<file path="config.mk">
export PLATFORM = sky130hd
export DESIGN_NAME = pipeline_hazard_ctrl
export DESIGN_NICKNAME = d
export VERILOG_FILES = /design/src/rtl/pipeline_hazard_ctrl_pkg.sv /design/src/rtl/pipeline_hazard_ctrl_sat_counter.sv /design/src/rtl/pipeline_hazard_ctrl.sv
export SDC_FILE = /design/constraint.sdc
export NUM_CORES = 1
export LEC_CHECK = 0
export CAP_MARGIN = 20
export CORE_MARGIN = 2
export CORE_UTILIZATION = 50
export DETAILED_ROUTE_END_ITERATION = 8
export PLACE_DENSITY_LB_ADDON = 0.1
export SKIP_LAST_GASP = 1
export SLEW_MARGIN = 10
export SYNTH_ARGS = -nofsm -noshare
export SYNTH_HDL_FRONTEND = slang
export SYNTH_SLANG_ARGS = --single-unit
</file>
<file path="constraint.sdc">
create_clock -name clk -period 2.62 [get_ports clk]
set_clock_uncertainty 0.05 [all_clocks]
set_input_delay 0.393 -clock clk [delete_from_list [all_inputs] [get_ports clk]]
set_output_delay 0.393 -clock clk [all_outputs]
set_load 0.005 [all_outputs]
</file>
<file path="src/rtl/pipeline_hazard_ctrl_pkg.sv">
// pipeline_hazard_ctrl_pkg: shared FSM state encoding, register-index type and operand-hit helper
package pipeline_hazard_ctrl_pkg;
  localparam int REG_W = 2;
  localparam int WAIT_W = 8;
  typedef logic [REG_W-1:0] reg_idx_t;
  typedef enum logic {RUN = 1'b0, MEM_WAIT = 1'b1} hz_state_e;
  function automatic logic reg_hit(input logic uses, input reg_idx_t src, input reg_idx_t dst);
    return uses && (src == dst);
  endfunction
endpackage

</file>
<file path="src/rtl/pipeline_hazard_ctrl_sat_counter.sv">
// sat_counter: W-bit up counter with sync clear (rst), counts on inc, sticks at all-ones
module sat_counter #(
  parameter int W = 16
) (
  input  logic         clk,
  input  logic         rst,
  input  logic         inc,
  output logic [W-1:0] count
);
  always_ff @(posedge clk)
    if (rst) count <= '0;
    else if (inc && count != '1) count <= count + W'(1);
endmodule

</file>
<file path="src/rtl/pipeline_hazard_ctrl.sv">
// pipeline_hazard_ctrl: 5-stage hazard unit; freeze/branch/load-use enables+flushes, wait FSM, timeout, perf counters
module pipeline_hazard_ctrl
  import pipeline_hazard_ctrl_pkg::*;
#(
  parameter int WAIT_LIMIT = 255,
  parameter int CNT_W = 16
) (
  input  logic             clk,
  input  logic             rst,
  input  reg_idx_t         id_rs,
  input  reg_idx_t         id_rt,
  input  logic             id_uses_rs,
  input  logic             id_uses_rt,
  input  reg_idx_t         ex_rd,
  input  logic             ex_mem_read,
  input  logic             ex_reg_write,
  input  logic             ex_branch_taken,
  input  logic             mem_req,
  input  logic             mem_ready,
  output logic             pc_write,
  output logic             if_id_write,
  output logic             id_ex_write,
  output logic             ex_mem_write,
  output logic             mem_wb_write,
  output logic             if_id_flush,
  output logic             id_ex_flush,
  output logic             mem_wb_flush,
  output logic             mem_timeout,
  output logic [CNT_W-1:0] stall_cycles,
  output logic [CNT_W-1:0] flush_count
);
  localparam logic [WAIT_W-1:0] LIMIT = WAIT_W'(WAIT_LIMIT);
  hz_state_e state, state_nxt;
  logic [WAIT_W-1:0] wait_cnt, wait_nxt;
  logic freeze, load_use, branch, lu_stall;
  assign freeze = mem_req & ~mem_ready;
  assign load_use = ex_mem_read & ex_reg_write &
                    (reg_hit(id_uses_rs, id_rs, ex_rd) | reg_hit(id_uses_rt, id_rt, ex_rd));
  // A held branch needs no memory: it simply acts once freeze drops.
  assign branch = ~freeze & ex_branch_taken;
  assign lu_stall = ~freeze & ~ex_branch_taken & load_use;
  assign pc_write = ~freeze & ~lu_stall;
  assign if_id_write = ~freeze & ~lu_stall;
  assign id_ex_write = ~freeze;
  assign ex_mem_write = ~freeze;
  assign mem_wb_write = ~freeze;
  assign if_id_flush = branch;
  assign id_ex_flush = branch | lu_stall;
  assign mem_wb_flush = freeze;
  // RUN enters MEM_WAIT on freeze, MEM_WAIT leaves on ready or dropped request: both reduce to "frozen now".
  always_comb begin
    state_nxt = freeze ? MEM_WAIT : RUN;
    wait_nxt = (state == RUN) ? '0 : (wait_cnt == '1) ? wait_cnt : wait_cnt + 8'd1;
  end
  always_ff @(posedge clk)
    if (rst) begin
      state <= RUN;
      wait_cnt <= '0;
      mem_timeout <= 1'b0;
    end else begin
      state <= state_nxt;
      wait_cnt <= wait_nxt;
      if (state == MEM_WAIT && wait_nxt >= LIMIT) mem_timeout <= 1'b1;
    end
  sat_counter #(.W(CNT_W)) u_stall (
    .clk(clk), .rst(rst), .inc(freeze | lu_stall), .count(stall_cycles)
  );
  sat_counter #(.W(CNT_W)) u_flush (
    .clk(clk), .rst(rst), .inc(if_id_flush), .count(flush_count)
  );
endmodule

</file>
==> results.txt, run 1 <==
setup ws final: 0.225 ns
hold endpoint: mem_timeout
critical path arrival: 1.95 ns
met3 GRT Util: 5.83%
setup slack on the worst flop-to-flop path: 0.47 ns
RSZ-0062 raised after global routing: false
Critical R2R Launch: u_stall.count[0]
CTS Buffer Depth: 2
Global Route met1 Usage: 25.6%
PD cells: 421 nW/µm²
via count: 2090
sequential-to-total area share from yosys stat: 36.0%
DP Cell Count: 369
WL final: 4960 µm
final max-slew violation count: 0
GRT Total Usage: 20.2%
Critical Path Source Type: input port
Layout area overhead: 29.2%
DRC Markers: 0
Detailed Place HPWL: 3490 µm
Final Hold Viols: 0
max-cap violation count: 0
CTS Hold Bufs: 0
Finished Layout Cells: 377
Yosys cell types: 48
reg2reg path depth: 6
Worst R2R End: u_stall.count[6]
ys flop type: dfxtp_1
measured slew at the worst slew-check pin: 0.561 ns
setup TNS: 0 ns
crit path max fanout: 3
register area: 841 µm²
1st-pass router iterations: 4
Die X: 72.3 µm
Clock Sinks: 42
CTS tree: done
CTS Buf Count: 5
Max VDD drop: 222 µV
Iter 0 DRT Violations: 89
flops & latches, synth: 42
dpl ws: 0.166 ns
Clock transition at path regs: 0.08 ns
status: complete, no violations
cells after synthesis: 273
Final Setup Violations: 0
layout cells sized above 1: 11.4%
Yosys Warn Count: 0
Chip Height: 72.3 µm
via/cell ratio: 5.54
wire length per cell after detailed routing: 13.2 µm
post-synthesis cell area: 2330 µm²
GRT busiest layer: met2
Req. time, crit path: 2.18 ns
filler cell count: 378
syn nets: 291
initial antenna violation count: 0
Post-DRT Antenna Nets: 0
Root Driver: clkbuf_8
CP endpoint kind: output pin
FP Rows: 24
Max Fclk: 418 MHz
fin crit share: 91.4%
first-pass GRT wire length: 8450 µm
number of cells on the worst hold path: 2
vias in the first global route: 1956
Initial Util: 52.9%
largest net degree at the start of global routing: 44
max_slew headroom: 62.6%
Leakage: 1.02 nW
GPL Wtd Cong: 0.831
multi-input logic area: 1360 µm²
Async S/R FF share, synth: 0%
antenna cells: 0
I/O Pins: 56
I/O Buffers: 55
H-tree depth: 2
die area: 5230 µm²
GR Util met2: 32.9%
core area: 4410 µm²
HP Class: flop to flop
# Post-CTS Setup Buffers: 0
final-stage net count: 342
GRT overflow: 0
clk_lat worst skew: 0.29 ns
Final Critical Period: 2.39 ns
EDFF count, synth: 0
cts repair resizes: 0
min-delay src: mem_timeout
WS Path Type: input port to output pin
Syn Area/Cell: 8.55 µm²
## how the worst max path moves through the flow
stage               cells past startpoint             start          endpoint
floorplan                               8  u_stall.count[0]  u_stall.count[6]
finish                                  5   ex_branch_taken          pc_write
detailed placement                      7   ex_branch_taken  u_stall.count[7]
global route                            5   ex_branch_taken          pc_write
CTS                                     5   ex_branch_taken          pc_write
global placement                        7   ex_branch_taken  u_stall.count[7]
## layout make-up
class	count	share of cell area, %
repair buffers	62	20.4
well taps	52	2.16
clock inverters	3	1.33
clock buffers	5	2.28
flip-flops and latches	42	27.9
multi-input cells	206	45.1
inverters	7	0.871
## placed cells by master, fill, tap and decap left out, types with 3 or more instances in the layout
cell type,instances
nor2_1,33
inv_1,7
nand4_1,8
nor4_1,4
ha_1,3
clkdlybuf4s50_1,55
nand3_1,15
and3_1,6
nor3_1,7
mux2_2,6
or4_1,5
o31ai_1,5
a211oi_1,7
xnor2_1,19
clkbuf_8,5
a2111oi_2,6
a21oi_1,16
buf_4,6
dfxtp_1,42
or3_1,3
nor2b_1,8
nand2_1,21
o21ai_0,3
nand2b_1,4
o41ai_1,3
## registers in the layout, summed over array words and instances (netlist names)
register and flops:
mem_timeout 1, state 1, wait_cnt 8, u_stall.count 16, u_flush.count 16
## power by group
part / switching, W / leakage, nW / internal (W)
clock network: 0.000225 / 0.0579 / 0.000281
logic: 0.0000508 / 0.622 / 0.0000644
registers: 0.00000633 / 0.339 / 0.000644
total: 0.000282 / 1.02 / 0.000989
## worst max-delay path, stage by stage
cell and delay [ns]:
clkdlybuf4s50_1 0.49, and3b_1 0.20, nand4_1 0.08, and3_1 0.25, clkdlybuf4s50_1 0.54
## stage by stage
step | instance area, µm² | power, W | hold WS [ns] | util [%]
2_1_floorplan | 2330 | 0.000722 | 0.401 | -
3_3_place_gp | 2910 | 0.000780 | 0.399 | 65.9
3_5_place_dp | 2910 | 0.000780 | 0.404 | 65.9
4_1_cts | 3020 | 0.00129 | 0.432 | 68.3
5_1_grt | 3020 | 0.00132 | 0.478 | 68.3
6_report | 3020 | 0.00127 | 0.425 | 68.3
## metal layers
layer  vias up  share of wire [%]
met1       954                 47
li1       1086                  -
met3         4                5.7
met2        46                 46
met5         -                  0
met4         0                1.1
## synthesized netlist by cell type, types with 2 or more instances
cell       number  area, µm²
a21oi_1        16       80.1
inv_1           7       26.3
xnor2_1        19        166
nor2_1         33        124
buf_6           2       22.5
buf_1           2       7.51
buf_2           2       10.0
xor2_1          2       17.5
mux2_2          6       67.6
nand3_1        15       75.1
and2_1          2       12.5
and3_1          6       37.5
nor2b_1         8       50.1
nor4_1          4       25.0
or2_2           2       12.5
and4_1          2       17.5
or4_1           5       37.5
o21ai_0         3       15.0
o41ai_1         3       26.3
nand4_1         8       50.1
a2111oi_2       6       90.1
o31ai_1         5       37.5
nor3_1          7       35.0
or3_1           3       18.8
ha_1            3       37.5
nand2b_1        4       25.0
nand2_1        21       78.8
clkbuf_1        8       30.0
a211oi_1        7       52.6
buf_4           3       22.5
dfxtp_1        42        841
## cell families (layout without fill, tap and decap cells)
family	count (synthesis)	count (layout)	synth area share, %
mux	8	8	3.97
fa+ha+maj	3	3	1.61
buf+inv	25	77	5.73
compound gates	46	46	15.1
xor+xnor	21	21	7.88
simple gates	128	128	29.7
flops	42	42	36.0
Note: power is estimated with default switching activity, not from simulation.
==> inputs of run 2 (changes only) <==
--- a/config.mk
+++ b/config.mk
@@ -8,6 +8,7 @@
 export CAP_MARGIN = 20
 export CORE_MARGIN = 2
 export CORE_UTILIZATION = 50
+export CTS_CLUSTER_SIZE = 24
 export DETAILED_ROUTE_END_ITERATION = 8
 export PLACE_DENSITY_LB_ADDON = 0.1
 export SKIP_LAST_GASP = 1
==> results of run 2 <==
Final layout, timing and power as in run 1 (identical DEF).
